### src/rtl/cordic_bist_ctrl_if.sv
// Control/status bundle between the chip-level BIST config side and the
// CORDIC BIST sequencer. The slave modport is the sequencer; the master
// modport is whoever issues start/abort and supplies the signature path.
interface cordic_bist_ctrl_if #(
  parameter int SIG_WIDTH = 54,
  parameter int CNT_WIDTH = 32
);
  logic                 i_start;
  logic                 i_abort;
  logic [CNT_WIDTH-1:0] i_max_cycles;
  logic [SIG_WIDTH-1:0] i_golden_sig;
  logic                 i_stop_hit;
  logic                 i_sig_vld;
  logic [SIG_WIDTH-1:0] i_sig_data;

  logic                 o_en;
  logic [1:0]           o_mode;
  logic [2:0]           o_bypass;
  logic                 o_seed_vld;
  logic                 o_busy;
  logic                 o_done;
  logic                 o_pass;
  logic                 o_timeout;
  logic [CNT_WIDTH-1:0] o_run_cycles;

  modport master (
    output i_start, i_abort, i_max_cycles, i_golden_sig,
           i_stop_hit, i_sig_vld, i_sig_data,
    input  o_en, o_mode, o_bypass, o_seed_vld, o_busy,
           o_done, o_pass, o_timeout, o_run_cycles
  );

  modport slave (
    input  i_start, i_abort, i_max_cycles, i_golden_sig,
           i_stop_hit, i_sig_vld, i_sig_data,
    output o_en, o_mode, o_bypass, o_seed_vld, o_busy,
           o_done, o_pass, o_timeout, o_run_cycles
  );
endinterface

### src/rtl/cordic_bist_ctrl.sv
// CORDIC BIST sequencer: seed -> LFSR run -> pipeline drain -> signature
// check, reporting pass/fail/timeout. All outputs are registered and are
// decoded from the next state so they line up with the state register.
//
//  state    | meaning
//  ---------+---------------------------------------------------------
//  IDLE     | waiting for start, wrapper disabled
//  SEED     | one-cycle seed-load strobe, flags cleared
//  RUN      | LFSR stimulus running, run-cycle counter advancing
//  DRAIN    | stop code seen, flushing the CORDIC pipeline
//  CHECK    | waiting for the signature analyzer result
//  DONE     | result held, wrapper disabled, mode kept at 11
module cordic_bist_ctrl #(
  parameter int SIG_WIDTH    = 54,
  parameter int CNT_WIDTH    = 32,
  parameter int DRAIN_CYCLES = 16
) (
  input  logic                i_clk,
  input  logic                i_rst,
  cordic_bist_ctrl_if.slave   bus
);

  localparam int DW = (DRAIN_CYCLES > 1) ? $clog2(DRAIN_CYCLES) : 1;
  localparam logic [DW-1:0] DRAIN_LOAD = DW'(DRAIN_CYCLES - 1);

  localparam logic [2:0] ST_IDLE  = 3'd0;
  localparam logic [2:0] ST_SEED  = 3'd1;
  localparam logic [2:0] ST_RUN   = 3'd2;
  localparam logic [2:0] ST_DRAIN = 3'd3;
  localparam logic [2:0] ST_CHECK = 3'd4;
  localparam logic [2:0] ST_DONE  = 3'd5;

  logic [2:0]           state;
  logic [2:0]           state_nxt;
  logic [DW-1:0]        drain_cnt;
  logic [DW-1:0]        drain_cnt_nxt;
  logic                 pass_nxt;
  logic                 timeout_nxt;
  logic [CNT_WIDTH-1:0] run_cycles_nxt;

  logic [CNT_WIDTH:0]   run_inc;
  logic [CNT_WIDTH-1:0] run_sat;
  logic                 timeout_hit;
  logic                 busy_nxt;

  // One extra bit on the increment gives both the saturation carry and a
  // compare that can never alias once the counter has pinned at all-ones.
  assign run_inc     = {1'b0, bus.o_run_cycles} + {{CNT_WIDTH{1'b0}}, 1'b1};
  assign run_sat     = run_inc[CNT_WIDTH] ? bus.o_run_cycles : run_inc[CNT_WIDTH-1:0];
  assign timeout_hit = (bus.i_max_cycles != '0) && (run_inc == {1'b0, bus.i_max_cycles});

  // Next-state, drain down-counter and result-flag update.
  always_comb begin
    state_nxt      = state;
    drain_cnt_nxt  = drain_cnt;
    pass_nxt       = bus.o_pass;
    timeout_nxt    = bus.o_timeout;
    run_cycles_nxt = bus.o_run_cycles;

    if (bus.i_abort) begin
      state_nxt      = ST_IDLE;
      pass_nxt       = 1'b0;
      timeout_nxt    = 1'b0;
      run_cycles_nxt = '0;
    end else begin
      case (state)
        ST_IDLE, ST_DONE: begin
          if (bus.i_start) begin
            state_nxt      = ST_SEED;
            pass_nxt       = 1'b0;
            timeout_nxt    = 1'b0;
            run_cycles_nxt = '0;
          end
        end
        ST_SEED: begin
          state_nxt = ST_RUN;
        end
        ST_RUN: begin
          run_cycles_nxt = run_sat;
          // The stop code wins a same-cycle collision with the timeout.
          if (bus.i_stop_hit) begin
            state_nxt     = ST_DRAIN;
            drain_cnt_nxt = DRAIN_LOAD;
          end else if (timeout_hit) begin
            state_nxt   = ST_DONE;
            timeout_nxt = 1'b1;
            pass_nxt    = 1'b0;
          end
        end
        ST_DRAIN: begin
          if (drain_cnt == '0) begin
            state_nxt = ST_CHECK;
          end else begin
            drain_cnt_nxt = drain_cnt - 1'b1;
          end
        end
        ST_CHECK: begin
          // No timeout here: a hung analyzer is recovered by abort or reset.
          if (bus.i_sig_vld) begin
            state_nxt = ST_DONE;
            pass_nxt  = (bus.i_sig_data == bus.i_golden_sig);
          end
        end
        default: begin
          state_nxt = ST_IDLE;
        end
      endcase
    end
  end

  assign busy_nxt = (state_nxt == ST_SEED)  || (state_nxt == ST_RUN) ||
                    (state_nxt == ST_DRAIN) || (state_nxt == ST_CHECK);

  // State, counters and registered outputs decoded from the next state.
  always_ff @(posedge i_clk) begin
    if (i_rst) begin
      state            <= ST_IDLE;
      drain_cnt        <= '0;
      bus.o_en         <= 1'b0;
      bus.o_mode       <= 2'b00;
      bus.o_bypass     <= 3'b000;
      bus.o_seed_vld   <= 1'b0;
      bus.o_busy       <= 1'b0;
      bus.o_done       <= 1'b0;
      bus.o_pass       <= 1'b0;
      bus.o_timeout    <= 1'b0;
      bus.o_run_cycles <= '0;
    end else begin
      state            <= state_nxt;
      drain_cnt        <= drain_cnt_nxt;
      bus.o_en         <= busy_nxt;
      bus.o_mode       <= (state_nxt == ST_IDLE) ? 2'b00 : 2'b11;
      bus.o_bypass     <= 3'b000;
      bus.o_seed_vld   <= (state_nxt == ST_SEED);
      bus.o_busy       <= busy_nxt;
      bus.o_done       <= (state_nxt == ST_DONE);
      bus.o_pass       <= pass_nxt;
      bus.o_timeout    <= timeout_nxt;
      bus.o_run_cycles <= run_cycles_nxt;
    end
  end

endmodule

### src/flat_wrapper.sv
// flat-port wrapper written by rule: the top's interface ports become plain ports
module cordic_bist_ctrl_flat 
#(
  parameter int SIG_WIDTH    = 54,
  parameter int CNT_WIDTH    = 32,
  parameter int DRAIN_CYCLES = 16
)
  (i_clk, i_rst, bus_i_start, bus_i_abort, bus_i_max_cycles, bus_i_golden_sig, bus_i_stop_hit, bus_i_sig_vld, bus_i_sig_data, bus_o_en, bus_o_mode, bus_o_bypass, bus_o_seed_vld, bus_o_busy, bus_o_done, bus_o_pass, bus_o_timeout, bus_o_run_cycles);
  cordic_bist_ctrl_if #(.SIG_WIDTH(SIG_WIDTH), .CNT_WIDTH(CNT_WIDTH)) bus_i ();
  input  logic i_clk;
  input  logic i_rst;
  input wire logic [$bits(bus_i.i_start)-1:0] bus_i_start;
  input wire logic [$bits(bus_i.i_abort)-1:0] bus_i_abort;
  input wire logic [$bits(bus_i.i_max_cycles)-1:0] bus_i_max_cycles;
  input wire logic [$bits(bus_i.i_golden_sig)-1:0] bus_i_golden_sig;
  input wire logic [$bits(bus_i.i_stop_hit)-1:0] bus_i_stop_hit;
  input wire logic [$bits(bus_i.i_sig_vld)-1:0] bus_i_sig_vld;
  input wire logic [$bits(bus_i.i_sig_data)-1:0] bus_i_sig_data;
  output wire logic [$bits(bus_i.o_en)-1:0] bus_o_en;
  output wire logic [$bits(bus_i.o_mode)-1:0] bus_o_mode;
  output wire logic [$bits(bus_i.o_bypass)-1:0] bus_o_bypass;
  output wire logic [$bits(bus_i.o_seed_vld)-1:0] bus_o_seed_vld;
  output wire logic [$bits(bus_i.o_busy)-1:0] bus_o_busy;
  output wire logic [$bits(bus_i.o_done)-1:0] bus_o_done;
  output wire logic [$bits(bus_i.o_pass)-1:0] bus_o_pass;
  output wire logic [$bits(bus_i.o_timeout)-1:0] bus_o_timeout;
  output wire logic [$bits(bus_i.o_run_cycles)-1:0] bus_o_run_cycles;
  assign bus_i.i_start = bus_i_start;
  assign bus_i.i_abort = bus_i_abort;
  assign bus_i.i_max_cycles = bus_i_max_cycles;
  assign bus_i.i_golden_sig = bus_i_golden_sig;
  assign bus_i.i_stop_hit = bus_i_stop_hit;
  assign bus_i.i_sig_vld = bus_i_sig_vld;
  assign bus_i.i_sig_data = bus_i_sig_data;
  assign bus_o_en = bus_i.o_en;
  assign bus_o_mode = bus_i.o_mode;
  assign bus_o_bypass = bus_i.o_bypass;
  assign bus_o_seed_vld = bus_i.o_seed_vld;
  assign bus_o_busy = bus_i.o_busy;
  assign bus_o_done = bus_i.o_done;
  assign bus_o_pass = bus_i.o_pass;
  assign bus_o_timeout = bus_i.o_timeout;
  assign bus_o_run_cycles = bus_i.o_run_cycles;
  cordic_bist_ctrl #(.SIG_WIDTH(SIG_WIDTH), .CNT_WIDTH(CNT_WIDTH), .DRAIN_CYCLES(DRAIN_CYCLES)) u_core (.i_clk(i_clk), .i_rst(i_rst), .bus(bus_i));
endmodule
### config.mk
export PLATFORM = sky130hd
export DESIGN_NAME = cordic_bist_ctrl_flat
export DESIGN_NICKNAME = d
export VERILOG_FILES = /design/src/rtl/cordic_bist_ctrl_if.sv /design/src/rtl/cordic_bist_ctrl.sv /design/src/flat_wrapper.sv
export SDC_FILE = /design/constraint.sdc
export NUM_CORES = 1
export LEC_CHECK = 0
export CAP_MARGIN = 20
export CORE_MARGIN = 5
export CORE_UTILIZATION = 39
export CTS_BUF_LIST = sky130_fd_sc_hd__clkbuf_16
export CTS_CLUSTER_DIAMETER = 100
export DETAILED_ROUTE_END_ITERATION = 8
export PLACE_DENSITY = 0.75
export SYNTH_ARGS = -nofsm -noshare
export SYNTH_HDL_FRONTEND = slang
export SYNTH_SLANG_ARGS = --single-unit
### constraint.sdc
create_clock -name i_clk -period 2.93 [get_ports i_clk]
set_input_delay 0.7325 -clock i_clk [delete_from_list [all_inputs] [get_ports i_clk]]
set_output_delay 0.7325 -clock i_clk [all_outputs]
set_load 0.005 [all_outputs]
### Yosys cells after proc, flatten, opt, wreduce, memory -nomap -nowiden

Index checks and enable logic that the tools add are counted.

* flip-flop bits (word level): 46
* bits of input ports: 146
* logic and storage cells: 70

* equal/unequal tests: 19
* multiplexer cells: 22
* $add $sub $neg: 2
* bitwise gates (word level): 1
* reductions and logical operators: 17

Operator list (number)
* $mux 32: 2
* $pmux 32 s2: 1
* $eq 54x54->1: 1
* $add 32x1->33 const B: 1
* $eq 33x32->1: 1
* $reduce_bool 32->1: 1
* $mux 3: 6
* $pmux 3 s5: 1
* $eq 3x2->1 const B: 4
* $eq 3x3->1 const B: 4
* $ne 2x2->1 const B: 6
* $mux 4: 2
* $pmux 4 s2: 1
* $reduce_and 4->1: 2
* $eq 3x1->1 const B: 2
* $logic_not 3->1: 2
* $mux 1: 6
* $reduce_and 5->1: 1
* $logic_not 4->1: 1
* $reduce_bool 2->1: 2
* $reduce_or 2->1: 2
* $sub 4x1->4 const B: 1
* $logic_or 1x1->1: 3
* $pmux 1 s3: 1
* 7 further kinds: 7

### Depth between registers and ports, before layout

Gate-level depths: netlist of the first run.

* depth after elaboration: 11
* mapped depth: 12
* gate-level depth less buffers: 10

### Worst setup path after synthesis of the first run

No wires, ideal clock.

* kind: register -> register
* start: reg u_core.bus.o_run_cycles[1] (netlist bit)
* end: reg u_core.bus.o_seed_vld
* stages on the path, launching flop included: 12
* arrival time: 3049 ps
* period minus slack after synthesis: 3171 ps
* data required time: 2808 ps
* path buffers: 1
* setup slack: -241 ps
* cell sequence: dfxtp_1 -> ha_1 -> clkbuf_2 -> nand4_1 -> nor4_2 -> nand3_1 -> xnor2_1 -> o2111ai_1 -> nor4_2 -> nand4_1 -> and2_1 -> o311a_1

* word-level cells in the longest chain between the ends: 8

RTL lines
* from (decl): RTL line cordic_bist_ctrl_if.sv:37 `o_done, o_pass, o_timeout, o_run_cycles`
* from (signal assigned): RTL line cordic_bist_ctrl.sv:139 `bus.o_run_cycles <= run_cycles_nxt;`
* $add 32x1->33: RTL line cordic_bist_ctrl.sv:48 `assign run_inc = {1'b0, bus.o_run_cycles} + {{CNT_WIDTH{1'b0}}, 1'b1};`
* $eq 33x32->1: RTL line cordic_bist_ctrl.sv:50 `assign timeout_hit = (bus.i_max_cycles != '0) && (run_inc == {1'b0, bus.i_max_cycles});`
* $logic_and 1x1->1: RTL line cordic_bist_ctrl.sv:50
* $mux 3: RTL line cordic_bist_ctrl.sv:84 `end else if (timeout_hit) begin`
* $mux 3: RTL line cordic_bist_ctrl.sv:81 `if (bus.i_stop_hit) begin`
* $pmux 3 s5: RTL line cordic_bist_ctrl.sv:66 `case (state)`
* $mux 3: RTL line cordic_bist_ctrl.sv:60 `if (bus.i_abort) begin`
* $eq 3x1->1: RTL line cordic_bist_ctrl.sv:134 `bus.o_seed_vld <= (state_nxt == ST_SEED);`
* to (signal assigned): RTL line cordic_bist_ctrl.sv:134
* to (decl): RTL line cordic_bist_ctrl_if.sv:36 `output o_en, o_mode, o_bypass, o_seed_vld, o_busy,`

Every way passes these cells.
A chain may end at the register's enable or synchronous reset.

### Final worst setup path of the first run

* start: in bus_i_max_cycles[18]
* end: reg u_core.bus.o_seed_vld

* word-level cells in the longest chain between the ends: 7

RTL lines
* from (decl): RTL line flat_wrapper.sv:14 `input wire logic [$bits(bus_i.i_max_cycles)-1:0] bus_i_max_cycles;`
* $eq 33x32->1 / $reduce_bool 32->1 (equally long branches): RTL line cordic_bist_ctrl.sv:50
* $logic_and 1x1->1 *: RTL line cordic_bist_ctrl.sv:50
* $mux 3 *: RTL line cordic_bist_ctrl.sv:84
* $mux 3 *: RTL line cordic_bist_ctrl.sv:81
* $pmux 3 s5 *: RTL line cordic_bist_ctrl.sv:66
* $mux 3 *: RTL line cordic_bist_ctrl.sv:60
* $eq 3x1->1 *: RTL line cordic_bist_ctrl.sv:134

Mark *: on every way between the ends. The rest lies on a longest branch, timed or not.

==> metrics.cfg, run 1 <==
[timing]
post-route-worst-setup-slack_ps=-14.6
tightest_slew_ps=780
final-hold-violation-count=0
whs_ps=504
max_slew_margin_pct=48.0
fin_crit_sh_pct=100
rsz0062_at_grt=yes
slew_violations=0
fmax_ghz=0.340
period_needed_ps=2940
final-setup-viol-count=1
fin_skew_ps=9.57

[floorplanning]
floorplan.initialDensity_pct=40.0
coreArea_um2=10900
fp.dieH_um=116
rows=38
dieArea_um2=13400
io_pins=189
die_w_um=116

[pwr]
vdd_drop_max_v=0.000199
power.density_nw_per_um2=227
internal-power_mw=1.25
p_leak_nw=2.72
p_switching_mw=0.467
seqPwrFrac_pct=36.1
clockPowerShare_pct=33.9
swShare_pct=27.2
combPwrFrac_pct=30.1

[worst_setup_path]
critPathMostFrequentCell=nand4_1
required_ps=3120
crit_type=input pin to flop
crit_fanout=3
end_kind=flop
crit_chain=clkdlybuf4s50_1 -> nor4_2 -> nand4_1 -> nor2_2 -> nor4_4 -> nand4_1 -> nor4_4 -> nand4_1 -> and2_4 -> o311a_1
cp-start-kind=input pin
cp.arrival_ps=3130
critPathMaxStageDelay_ps=500
cpMaxStageDelayCell=clkdlybuf4s50_1

[drt]
highest_layer=met4
viasPerCell=5.84
ant_nets=0
met1_length_um=7020
dr_total_vias=5866
wl_met3_um=1770
routed_wl_um=19900
dr.pass1.iters=5
met2WireLength_um=10400
drc=0
wl_per_cell_um=19.8
first_iter_violations=593

[placement]
place_congestion=0.982
place_area_um2=7070
dp_hpwl_um=16100
dp.cells=983
place.port_buffers=185

[cells_and_area]
fin_cells=1004
fillers=895
drive_above_1_share_pct=21.7
fin_area_um2=7560
area_growth_pct=72.9
final_cell_mix=clkdlybuf4s50_1 (179), buf_4 (115), xnor2_1 (82), nor2_1 (54), a21oi_1 (46)
layout_commonest_cell=clkdlybuf4s50_1
fin_nets=1010
utilization_pct=69.2

[clock_tree]
cts_htree_levels=2
cts_root_buf=clkbuf_16
clk_transition_reported_paths_ps=70
clockBufferDepth=2
tritoncts=done
insertion_delay_ps=300
tritoncts.num_buffers=5
cts_sinks=45

[synth]
synth-edff-count=0
synth_flop_cell=dfxtp_1
synth_top_area_share_pct=20.6
synthTopCellsByArea=dfxtp_1 (21%), xnor2_1 (18%), a21oi_1 (5.5%)
synth_warnings=0
ys_seq_area_share_pct=20.6
syn_avg_cell_area_um2=7.44
async_flop_share_pct=0
yosys.cell_types.count=69
synth-seq-cells=45
syn_area_um2=4370
synth_top_cell_by_area=dfxtp_1
syn_inst=588

[global_routing]
antenna_found_initial=1
grt_pass1_vias=5810
grt_pass1_wl_um=30000
track_usage_pct=28.4
overflow=0
grt_max_degree=34

[status]
status=finished, violations left
violations=setup timing

[hold_path]
hold_class=flop to flop

[run]
cap_violations=0

## per-stage QoR
step	worst slack [ps]	total power, mW	TNS (ps)
global route	-80.5	1.78	-192
CTS	0.754	1.71	0
detailed placement	-313	1.13	-1580
finish	-14.6	1.71	-14.6
global placement	-310	1.12	-1370
floorplan	-7.77	0.821	-7.77
## final cells by class
cell class / count / area, µm² / area share, %
inverter: 6 / 22.5 / 0.298
timing repair buffer: 305 / 2790 / 36.9
clock buffer: 5 / 125 / 1.65
multi-input combinational: 499 / 3500 / 46.3
antenna: 1 / 2.50 / 0.0331
clock inverter: 3 / 22.5 / 0.298
sequential: 45 / 928 / 12.3
tap: 140 / 175 / 2.32
## flip-flops by register name (all words and copies together), names as in the netlist
register,cells
u_core.bus.o_seed_vld,1
u_core.bus.o_en,1
u_core.bus.o_timeout,1
u_core.bus.o_pass,1
u_core.bus.o_run_cycles,32
u_core.bus.o_mode,1
u_core.bus.o_done,1
u_core.state,3
u_core.drain_cnt,4
## power by group through the flow
stage	clock network [mW]	logic (mW)	registers [mW]
after floorplan	0	0.188	0.633
after global placement	0	0.487	0.636
after detailed placement	0	0.498	0.636
after CTS	0.588	0.501	0.622
after global routing	0.613	0.548	0.619
final	0.580	0.515	0.618
## cells by family (layout without fill, tap and decap cells)
group           Yosys count  after routing  synth area share, %
compound gates          125            125                 18.1
xor+xnor                101            101                 20.5
fa+ha+maj                 2              2                0.572
buf+inv                  46            319                 4.95
flops                    45             45                 20.6
mux                       3              3                0.744
other cells               1              4               0.0857
simple gates            265            265                 34.4
## synthesized netlist by cell type (all sizes together), types with 6 or more instances
library cell  instances
nor4                 28
nor2                 58
clkbuf               20
o21ai                29
a21o                 10
nand2                32
nor3                 14
nand4                39
and2                  6
or4                  13
xor2                 11
xnor2                89
dfxtp                45
or3                  13
nand3                22
a21oi                49
nand3b                8
and3                  7
inv                   6
buf                  20
## worst max-delay path, delay by kind of cell
family / cells / cell delay [ps]
AND/OR/NAND/NOR: 8 / 1580
AO/OA/AOI/OAI: 1 / 320
buffers and inverters: 1 / 500
## per-layer routing
metal | vias up | GRT usage (%)
li1 | 2723 | -
met1 | 2736 | 30.9
met2 | 349 | 54.5
met3 | 58 | 5.59
met4 | 0 | 9.28
met5 | - | 0
## timing repair
| action | 4_1_cts | 5_1_grt |
|---|---|---|
| pin swaps | 5 | 25 |
| hold buffers | 0 | 0 |
| setup buffers | 5 | 7 |
| resized for setup | 14 | 44 |
| endpoints found under the setup margin | 4 | 7 |
## worst paths after layout
path,startpoint,end,slack (ps),cells past startpoint
hold reg to reg,u_core.bus.o_pass$_SDFFE_PP0P_,u_core.bus.o_pass$_SDFFE_PP0P_,500,1
setup reg to reg,u_core.bus.o_run_cycles[5]$_SDFFE_PP0P_,u_core.bus.o_seed_vld$_SDFF_PP0_,0,10
setup / recovery,bus_i_max_cycles[18],u_core.bus.o_seed_vld$_SDFF_PP0_,-10,10
hold / removal,u_core.bus.o_pass$_SDFFE_PP0P_,u_core.bus.o_pass$_SDFFE_PP0P_,500,1
Power figures use the tool's default switching activity.
==> run 2, diff against run 1 <==
- CTS_BUF_LIST: sky130_fd_sc_hd__clkbuf_16 -> unset
==> results of run 2 <==
No change in the layout: final DEF, timing and power equal those of run 1.
